<file path="config.mk">
export PLATFORM = sky130hd
export DESIGN_NAME = stream_rr_arbiter
export DESIGN_NICKNAME = d
export VERILOG_FILES = /design/src/rtl/stream_rr_arbiter.sv
export SDC_FILE = /design/constraint.sdc
export NUM_CORES = 1
export LEC_CHECK = 0
export BUFFER_PORTS_ARGS = -buffer_cell sky130_fd_sc_hd__buf_2
export CORE_MARGIN = 2
export CORE_UTILIZATION = 35
export CTS_CLUSTER_DIAMETER = 80
export DETAILED_ROUTE_END_ITERATION = 10
export PLACE_DENSITY = 0.69
export SLEW_MARGIN = 20
export SYNTH_ARGS = -nofsm -noshare
export SYNTH_HDL_FRONTEND = slang
export SYNTH_SLANG_ARGS = --single-unit
export TNS_END_PERCENT = 100
</file>
<file path="constraint.sdc">
create_clock -name clk -period 5.05 [get_ports clk]
set_input_delay 0.505 -clock clk [delete_from_list [all_inputs] [get_ports clk]]
set_output_delay 0.505 -clock clk [all_outputs]
set_load 0.005 [all_outputs]
</file>
<file path="src/rtl/stream_rr_arbiter.sv">
// Packet-level round-robin arbiter: N_REQ valid/ready beat streams share one
// registered output slot. A granted packet keeps the output until its last beat.
module stream_rr_arbiter #(
    parameter  int N_REQ  = 4,
    parameter  int DATA_W = 32,
    localparam int SRC_W  = $clog2(N_REQ)
) (
    input  logic                    clk,
    input  logic                    rst_n,
    input  logic [N_REQ-1:0]        req_valid,
    output logic [N_REQ-1:0]        req_ready,
    input  logic [N_REQ*DATA_W-1:0] req_data,
    input  logic [N_REQ-1:0]        req_last,
    output logic                    out_valid,
    input  logic                    out_ready,
    output logic [DATA_W-1:0]       out_data,
    output logic                    out_last,
    output logic [SRC_W-1:0]        out_src,
    output logic                    busy
);

    // Handshake: a beat moves on any cycle where valid and ready are both high;
    // ready never depends on data, and the output slot is free when it is empty
    // or being drained in the same cycle.

    typedef enum logic {
        ST_IDLE   = 1'b0,
        ST_LOCKED = 1'b1
    } state_t;

    state_t            r_state;
    state_t            w_state_nxt;
    logic [SRC_W-1:0]  r_ptr;
    logic [SRC_W-1:0]  w_ptr_nxt;
    logic [SRC_W-1:0]  r_owner;
    logic [SRC_W-1:0]  w_owner_nxt;

    logic              r_out_valid;
    logic [DATA_W-1:0] r_out_data;
    logic              r_out_last;
    logic [SRC_W-1:0]  r_out_src;

    logic [SRC_W-1:0]  w_winner;
    logic              w_found;
    logic [SRC_W-1:0]  w_sel;
    logic              w_grant;
    logic              w_slot_free;
    logic              w_accept;
    logic              w_sel_last;
    logic [DATA_W-1:0] w_sel_data;
    logic [SRC_W-1:0]  w_sel_inc;

    // Round-robin search starting at r_ptr, wrapping modulo N_REQ.
    always_comb begin : p_search
        int idx;
        w_found  = 1'b0;
        w_winner = '0;
        idx      = 0;
        for (int k = 0; k < N_REQ; k++) begin
            idx = int'(r_ptr) + k;
            if (idx >= N_REQ) begin
                idx = idx - N_REQ;
            end
            if (!w_found && req_valid[SRC_W'(idx)]) begin
                w_found  = 1'b1;
                w_winner = SRC_W'(idx);
            end
        end
    end

    always_comb begin
        w_sel       = (r_state == ST_LOCKED) ? r_owner : w_winner;
        w_grant     = (r_state == ST_LOCKED) | w_found;
        w_slot_free = ~r_out_valid | out_ready;
        w_accept    = w_grant & w_slot_free & req_valid[w_sel];
        w_sel_last  = req_last[w_sel];
        w_sel_data  = req_data[int'(w_sel)*DATA_W +: DATA_W];
        w_sel_inc   = (w_sel == SRC_W'(N_REQ - 1)) ? '0 : w_sel + SRC_W'(1);
    end

    // FSM state register
    always_ff @(posedge clk or negedge rst_n) begin
        if (!rst_n) begin
            r_state <= ST_IDLE;
            r_ptr   <= '0;
            r_owner <= '0;
        end else begin
            r_state <= w_state_nxt;
            r_ptr   <= w_ptr_nxt;
            r_owner <= w_owner_nxt;
        end
    end

    // FSM next state: the pointer only advances when a packet completes.
    always_comb begin
        w_state_nxt = r_state;
        w_ptr_nxt   = r_ptr;
        w_owner_nxt = r_owner;
        if (w_accept) begin
            if (w_sel_last) begin
                w_state_nxt = ST_IDLE;
                w_ptr_nxt   = w_sel_inc;
            end else if (r_state == ST_IDLE) begin
                w_state_nxt = ST_LOCKED;
                w_owner_nxt = w_winner;
            end
        end
    end

    // FSM outputs
    always_comb begin
        req_ready = '0;
        if (w_grant && w_slot_free) begin
            req_ready[w_sel] = 1'b1;
        end
        busy = (r_state == ST_LOCKED);
    end

    // Output slot: a new accept overwrites the draining beat with no bubble.
    always_ff @(posedge clk or negedge rst_n) begin
        if (!rst_n) begin
            r_out_valid <= 1'b0;
            r_out_data  <= '0;
            r_out_last  <= 1'b0;
            r_out_src   <= '0;
        end else if (w_accept) begin
            r_out_valid <= 1'b1;
            r_out_data  <= w_sel_data;
            r_out_last  <= w_sel_last;
            r_out_src   <= w_sel;
        end else if (out_ready) begin
            r_out_valid <= 1'b0;
        end
    end

    assign out_valid = r_out_valid;
    assign out_data  = r_out_data;
    assign out_last  = r_out_last;
    assign out_src   = r_out_src;

endmodule

</file>
# ---- Word level (Yosys, flattened, before mapping)
# Index checks and enable logic that the tools add are counted.
dict set report totals {
  register_bits 41
  out_inout_bits 41
}
dict set report classes {
  order_cmp 10
  addsub 8
  bitwise 6
  reduce_logical 11
  n_eq_ne 1
  n_shift 1
  mux 36
}
# op count
set op_table {}
lappend op_table {{$shiftx A128 B8 Y32} 1}
lappend op_table {{$mux W2} 10}
lappend op_table {{$mux W1} 18}
lappend op_table {{$lt A2 B4 Y1 const B} 4}
lappend op_table {{$bmux W1 S2} 6}
lappend op_table {{$ge A3 B3 Y1 const B} 3}
lappend op_table {{$sub A2 B1 Y2 const B} 4}
lappend op_table {{$add A2 B2 Y3 const B} 2}
lappend op_table {{$logic_and A1 B1 Y1} 5}
lappend op_table {{$mux W4} 1}
lappend op_table {{$reduce_and A2 Y1} 2}
lappend op_table {{$add A2 B1 Y3 const B} 1}
lappend op_table {{$ge A2 B3 Y1 const B} 1}
lappend op_table {{$logic_not A1 Y1} 3}
lappend op_table {{$lt A2 B3 Y1 const B} 1}
lappend op_table {{$add A2 B1 Y2 const B} 1}
lappend op_table {{$and A1 B1 Y1} 2}
lappend op_table {{$demux W1 S2} 1}
lappend op_table {{$eq A2 B2 Y1 const B} 1}
lappend op_table {{$ge A2 B1 Y1 const B} 1}
lappend op_table {{$not A1 Y1} 2}
lappend op_table {{$or A1 B1 Y1} 2}
lappend op_table {{$reduce_bool A2 Y1} 1}

# ---- Depth between registers and ports, before layout
# Gate-level depths: netlist of run 1.
dict set report logic_depth {
  depth_word 21
  depth_mapped 11
  ltp_nobuf 8
}

# ---- Least setup slack after synthesis of run 1
# Ideal clock, no wire load.
dict set report synth_timing {
  path_kind {input-to-output}
  from {input req_valid[0]}
  to {output req_ready[3]}
  stages 11
  n_path_buf 4
  t_arrival_ns 2.032
  setup_slack_ns 2.513
  cell_sequence {buf_4 -> nor2b_1 -> o221ai_2 -> and2_4 -> o31ai_2 -> buf_4 -> buf_6 -> buf_6 -> ha_1 -> inv_1 -> nor2_1}
}
dict set report synth_between {
  elab_chain_len 19
  elab_cells_between_ends 35
  cone_classes {order compare (2); mux (24); bitwise (1); reduce/logical (8)}
}
# item line
set synth_rtl {}
lappend synth_rtl {{from (decl)} 10} ;# input logic [N_REQ-1:0] req_valid,
lappend synth_rtl {{$bmux W1 S2} 64} ;# if (!w_found && req_valid[SRC_W'(idx)]) begin
lappend synth_rtl {{$mux W1 (implied by the code) (2 in a row)} 64}
lappend synth_rtl {{$mux W1} 64}
lappend synth_rtl {{$logic_not A1 Y1} 64}
lappend synth_rtl {{$logic_and A1 B1 Y1} 64}
lappend synth_rtl {{$mux W1} 64}
lappend synth_rtl {{$logic_not A1 Y1} 64}
lappend synth_rtl {{$logic_and A1 B1 Y1} 64}
lappend synth_rtl {{[2 not listed]} --}
lappend synth_rtl {{$logic_and A1 B1 Y1} 64}
lappend synth_rtl {{$mux W2} 64}
lappend synth_rtl {{$mux W2} --}
lappend synth_rtl {{$lt A2 B3 Y1 (implied by the code) or $ge A2 B1 Y1 (tied branches)} 114} ;# req_ready[w_sel] = 1'b1;
lappend synth_rtl {{$logic_and A1 B1 Y1 (implied by the code)} 114}
lappend synth_rtl {{$mux W1 (implied by the code)} 114}
lappend synth_rtl {{$demux W1 S2} 114}
lappend synth_rtl {{$mux W4 (*)} 113} ;# if (w_grant && w_slot_free) begin
lappend synth_rtl {{to (decl)} 11} ;# output logic [N_REQ-1:0] req_ready,
# Every way passes the cells marked *; elsewhere a longest branch is shown, timed or not. The select of a mux whose other input is x is not followed.

# ---- Worst setup path after layout of run 1
dict set report layout_timing {
  from {register r_ptr[1]}
  to {register r_out_data[17] (netlist: out_data[17])}
}
dict set report layout_between {
  elab_chain_len 19
  elab_cells_between_ends 48
  cone_classes {add/sub (7); order compare (4); shift (1); mux (27); bitwise (3); reduce/logical (6)}
}
# item line
set layout_rtl {}
lappend layout_rtl {{from (decl)} 33} ;# logic [SRC_W-1:0] r_ptr;
lappend layout_rtl {{from (signal assigned)} 89} ;# r_ptr <= w_ptr_nxt;
lappend layout_rtl {{parallel branches: the longest is 19 deep, another holds $add A2 B1 Y3} --}
lappend layout_rtl {{to (signal assigned)} 128} ;# r_out_data <= w_sel_data;
lappend layout_rtl {{to (decl)} 39} ;# logic [DATA_W-1:0] r_out_data;
# Parallel ways; which one is timed is not known. The select of a mux whose other input is x is not followed.
# A chain may end at the register's enable or synchronous reset.

==> results.cfg, run 1 <==
[outcome]
outcome = complete, no violations

[layout]
layout.cells.non_filler = 540
final_common_cell = buf_2
drive_gt1_share_pct = 45.9
final_nets = 579
multi_input_area_sq_um = 1610
area_growth_pct = 36.2
seq_area_sq_um = 1030
layout_common_cells = 179 x buf_2, 68 x mux2i_1, 46 x nand2_1, 41 x dfrtp_1, 32 x o221ai_1
num-fill-cells = 733
diodes = 0

[critical_path]
critPathRequiredTime_ps = 5240
setup.worst_path.class = reg -> reg
crit_path_end_kind = register
cp.arrival_ps = 3600
start_kind = register
worst-path-max-fanout = 37

[logic_synthesis]
netlist-cell-type-count = 45
synth_top_family_by_area = multiplexers
syn_inst = 272
syn_area_per_cell_sq_um = 10.2
synth_fp_nets = 413
synthMuxAreaShare_pct = 25.4
synthArstFlopShare_pct = 100
ys_seq_area_share_pct = 36.8
synth_edf_count = 0
syn_area_sq_um = 2790
synth-seq-cells = 41
synth-compound-area-share_pct = 19.5
synth_ff_type = dfrtp_1
synthAdderAreaFrac_pct = 0.898
synthXorXnorAreaFrac_pct = 0
synth-simple-area-share_pct = 11.5
ys.warnings.count = 0

[floorplan]
die_w_um = 93.2
ioPinCount = 180
die-area_sq_um = 8690
dieHeight_um = 93.2
rows = 32
core_area_sq_um = 7730
start_util_pct = 36.0

[clocking]
htree_levels = 2
clockRootBuffer = clkbuf_8
path_clk_slew_ps = 80
worstSkewPairLatency_ps = 290
cts_resized = 0
cts_setup_buffers = 0
tritoncts = built
cts_hold_buf = 0
clkSinkCount = 41
cts_buffers = 5
clockBufferDepth = 2

[placement]
dp_hpwl_um = 6110
dp_cells = 533
io_buffers = 179
place_congestion = 0.872

[pwr]
switching_share_pct = 44.6
intPower_uw = 1300
p_comb_share_pct = 63.7
powerDensity_nw_per_um2 = 620
seqPwrFrac_pct = 27.1
clkPwrFrac_pct = 9.1
p_leak_uw = 0.00195
p_switching_uw = 1050
vdd_drop_max_v = 0.000313

[sta]
max_freq_mhz = 293
rsz0062_at_grt = no
worst_pin_slew_ps = 1000
relSlewSlack_pct = 33.0
final.period_utilization_pct = 67.6
drv_slew = 0
skew_ps = 6.83
min_period_ps = 3410
setup_violations = 0
tns_ps = 0
hold_violations = 0

[global_route]
use_met2_pct = 32.5
grt_pass1_vias = 2700
grt-ovfl-total = 0
antenna_found_initial = 0
grt_max_degree = 42
use_met3_pct = 2.66
grtUsageTotal_pct = 18.4
gr-usage-met1_pct = 23.1
grt-busiest-layer = met2
grt_pass1_wl_um = 12700

[detailed_routing]
vias_per_cell = 5.10
drtIter0Drc = 100
dr.pass1.iters = 4
postRouteAntennaNets = 0
wirelength_um = 7970
dr_total_vias = 2753
wl_per_cell_um = 14.8
drc_errors = 0

[flow_run]
maxCapViolCount = 0

[worst_hold_path]
hp-class = in -> async
[sequential cells by signal, summed over array words and instances (netlist names)]
signal,flops
r_ptr,2
out_src,2
out_last,1
r_owner,2
busy,1
out_valid,1
out_data,32
[power by group through the flow]
| stage | Combinational (uW) | Clock (uW) | Sequential (uW) |
|---|---|---|---|
| 2_1_floorplan | 1140 | 0 | 615 |
| 3_3_place_gp | 1470 | 0 | 644 |
| 3_5_place_dp | 1520 | 0 | 639 |
| 4_1_cts | 1520 | 224 | 638 |
| 5_1_grt | 1660 | 237 | 662 |
| 6_report | 1500 | 215 | 638 |
[cells in the mapped netlist (all sizes together), types with 2 or more instances]
master / n / area (sq um)
mux2: 2 / 26.3
nor3b: 2 / 15.0
o31ai: 2 / 33.8
a21boi: 4 / 30.0
a21oi: 7 / 38.8
and2: 2 / 15.0
dfrtp: 41 / 1030
nand2: 47 / 179
nor2b: 2 / 12.5
o221ai: 33 / 295
nand4bb: 2 / 22.5
a31oi: 2 / 12.5
clkbuf: 7 / 26.3
nor2: 8 / 30.0
buf: 16 / 116
nor3: 2 / 10.0
mux2i: 68 / 681
ha: 2 / 25.0
inv: 6 / 22.5
o211ai: 2 / 20.0
[per-stage QoR]
step	setup slack, ps	power [uW]	util (%)	cell area (sq um)	hold slack (ps)
finish	1640	2350	49.1	3790	337
global route	1360	2550	49.1	3790	415
CTS	1620	2380	49.1	3790	376
detailed placement	1460	2160	48.0	3710	455
global placement	1620	2120	48.0	3710	453
floorplan	2510	1760	-	2790	209
[cells by family (layout without fill, tap and decap cells)]
family,Yosys count,count (layout)
flops,41,41
mux,70,70
fa+ha+maj,2,2
buf+inv,29,195
compound gates,60,60
simple gates,70,70
[path summary, 6_finish.rpt]
check                      startpoint      endpoint  slack [ps]  cells after the start
min reg2reg                out_src[1]    out_src[1]         470                      2
max in group asynchronous       rst_n   out_data[9]        4150                      1
max                          r_ptr[1]  out_data[17]        1640                      8
max reg2reg                  r_ptr[1]  out_data[17]        1640                      8
min                             rst_n  out_data[23]         340                      1
min in group clk           out_src[1]    out_src[1]         470                      2
[metal layers]
metal	part of all wire (%)	vias up	routed length, um
met3	5.2	9	411
met4	1.6	0	124
li1	-	1356	-
met2	51	106	4050
met1	42	1282	3380
met5	0	-	0
[area by class of cell]
cell class / count / area share [%]
multi-input cells: 202 / 42.5
repair buffers: 182 / 24.2
inverters: 6 / 0.594
flip-flops and latches: 41 / 27.1
well taps: 102 / 3.37
clock buffers: 7 / 2.28
[worst max-delay path, stage by stage (launching register included)]
cell       delay, ps
dfrtp_1          560
nand4bb_1        200
a21boi_1         340
a31oi_1          190
o211ai_4         810
and2_1           670
buf_4            370
nand2_1           80
o221ai_1          80
Power figures use the tool's default switching activity.
==> inputs of run 2 (changes only) <==
==> constraint.sdc (replaced) <==
create_clock -name clk -period 3.4 [get_ports clk]
set_input_delay 0.34 -clock clk [delete_from_list [all_inputs] [get_ports clk]]
set_output_delay 0.34 -clock clk [all_outputs]
set_load 0.005 [all_outputs]
==> results.cfg, run 2 (synthesized netlist as in run 1, its figures left out) <==
[floorplan]
die_w_um = 93.2
dieHeight_um = 93.2
core_area_sq_um = 7730
rows = 32
start_util_pct = 36.0
ioPinCount = 180
die-area_sq_um = 8690

[detailed_routing]
vias_per_cell = 5.15
wl_per_cell_um = 14.9
postRouteAntennaNets = 0
dr_wl_met3_um = 500
wirelength_um = 8150
dr_total_vias = 2816
met2WireLength_um = 4160
wl_met1_um = 3310
drc_errors = 0
top_layer_used = met4
dr.pass1.iters = 4
drtIter0Drc = 98

[sta]
setup_violations = 0
setup_ws_ps = 433
min_period_ps = 2970
hold_violations = 0
final.period_utilization_pct = 87.3
worst_pin_slew_ps = 1040
skew_ps = 4.18
relSlewSlack_pct = 30.0
rsz0062_at_grt = no
drv_slew = 0
max_freq_mhz = 337
tns_ps = 0

[critical_path]
crit_chain = nand4bb_1 > a21boi_1 > and2_4 > o31ai_4 > ha_1 > inv_1 > nor2_1 > buf_2
max_stage_delay_ps = 630
cp.depth = 8
setup.worst_path.class = reg -> out
r2r_end = out_data[26]
rr_worst_depth = 8
crit_buf_inv = 2
cp.arrival_ps = 2630
critPathRequiredTime_ps = 3060
rrSetupSlack_ps = 500
start_kind = register
crit_path_end_kind = primary output
regToRegStartpoint = r_ptr[1]
worst-path-max-fanout = 11
slowest_stage = o31ai_4
crit_family = compound AO/OA/AOI/OAI gates

[clocking]
cts_resized = 0
cts_hold_buf = 0
clockRootBuffer = clkbuf_8
clkSinkCount = 41
worstSkewPairLatency_ps = 290
clockBufferDepth = 2
cts_buffers = 5
path_clk_slew_ps = 80
tritoncts = built
cts_setup_buffers = 0
htree_levels = 2

[layout]
layout.cells.non_filler = 547
final_common_cell = buf_2
drive_gt1_share_pct = 46.3
multi_input_area_sq_um = 1610
largest_reg_flops = 32
area_growth_pct = 38.5
seq_area_sq_um = 1030
diodes = 0
layout_common_cells = 179 x buf_2, 68 x mux2i_1, 46 x nand2_1, 41 x dfrtp_1, 32 x o221ai_1
final_nets = 585
num-fill-cells = 749

[global_route]
grt_pass1_vias = 2728
grt_pass1_wl_um = 12800
grt-ovfl-total = 0
grt_max_degree = 42
antenna_found_initial = 0
grtUsageTotal_pct = 18.7

[outcome]
outcome = complete, no violations

[pwr]
p_leak_uw = 0.00199
powerDensity_nw_per_um2 = 934
vdd_drop_max_v = 0.000390

[placement]
dp_hpwl_um = 6310
io_buffers = 179
dp_cells = 539
pre_cts_ws_ps = 539
place_congestion = 0.807

[worst_hold_path]
hp-class = in -> async

[flow_run]
maxCapViolCount = 0
[run 2: cell types whose count changed in the layout (fill, tap and decap cells not counted)]
cell,change
buf_4,+4
buf_12,+2
clkbuf_8,-1
clkbuf_1,+2
[run 2: layout make-up]
type	instances	share of cell area, %
clock buffers	8	2.08
inverters	6	0.584
multi-input cells	202	41.8
flip-flops and latches	41	26.6
well taps	102	3.31
repair buffers	188	25.6
[run 2: layer usage]
metal  vias to the layer above  track usage [%]
li1                       1362                -
met1                      1315             23.2
met2                       126             32.7
met3                        13             3.06
met4                         0             6.50
met5                         -                0
[run 2: stage by stage]
stage,area [sq um],power (uW),hold WS [ps],util [%]
after floorplan,2790,2610,44.4,-
after detailed placement,3780,3330,453,48.9
after global routing,3860,3910,276,49.9
final,3860,3600,182,49.9
after CTS,3860,3640,221,49.9
after global placement,3780,3260,449,48.9
[run 2: power by group]
group	internal, uW	switching [uW]	leakage (uW)
logic	1110	1260	0.00145
clock network	146	159	0.0000395
registers	758	158	0.000495
[run 2: worst max-delay path by stage]
stage / startpoint / endpoint / slack [ps]
global route: r_ptr[1] / out_data[26] / 260
floorplan: req_valid[0] / req_ready[3] / 1190
CTS: r_ptr[1] / req_ready[2] / 430
global placement: req_valid[2] / r_owner[1] / 650
finish: r_ptr[1] / req_ready[2] / 430
detailed placement: req_valid[2] / out_data[26] / 540
[run 2: worst register-to-register path: stages (launching register included)]
cell and delay [ps]:
dfrtp_1 560, nand4bb_1 210, a21boi_1 310, a31oi_1 190, o211ai_4 840, and2_1 260, buf_4 250, nand2_1 100
o221ai_1 70
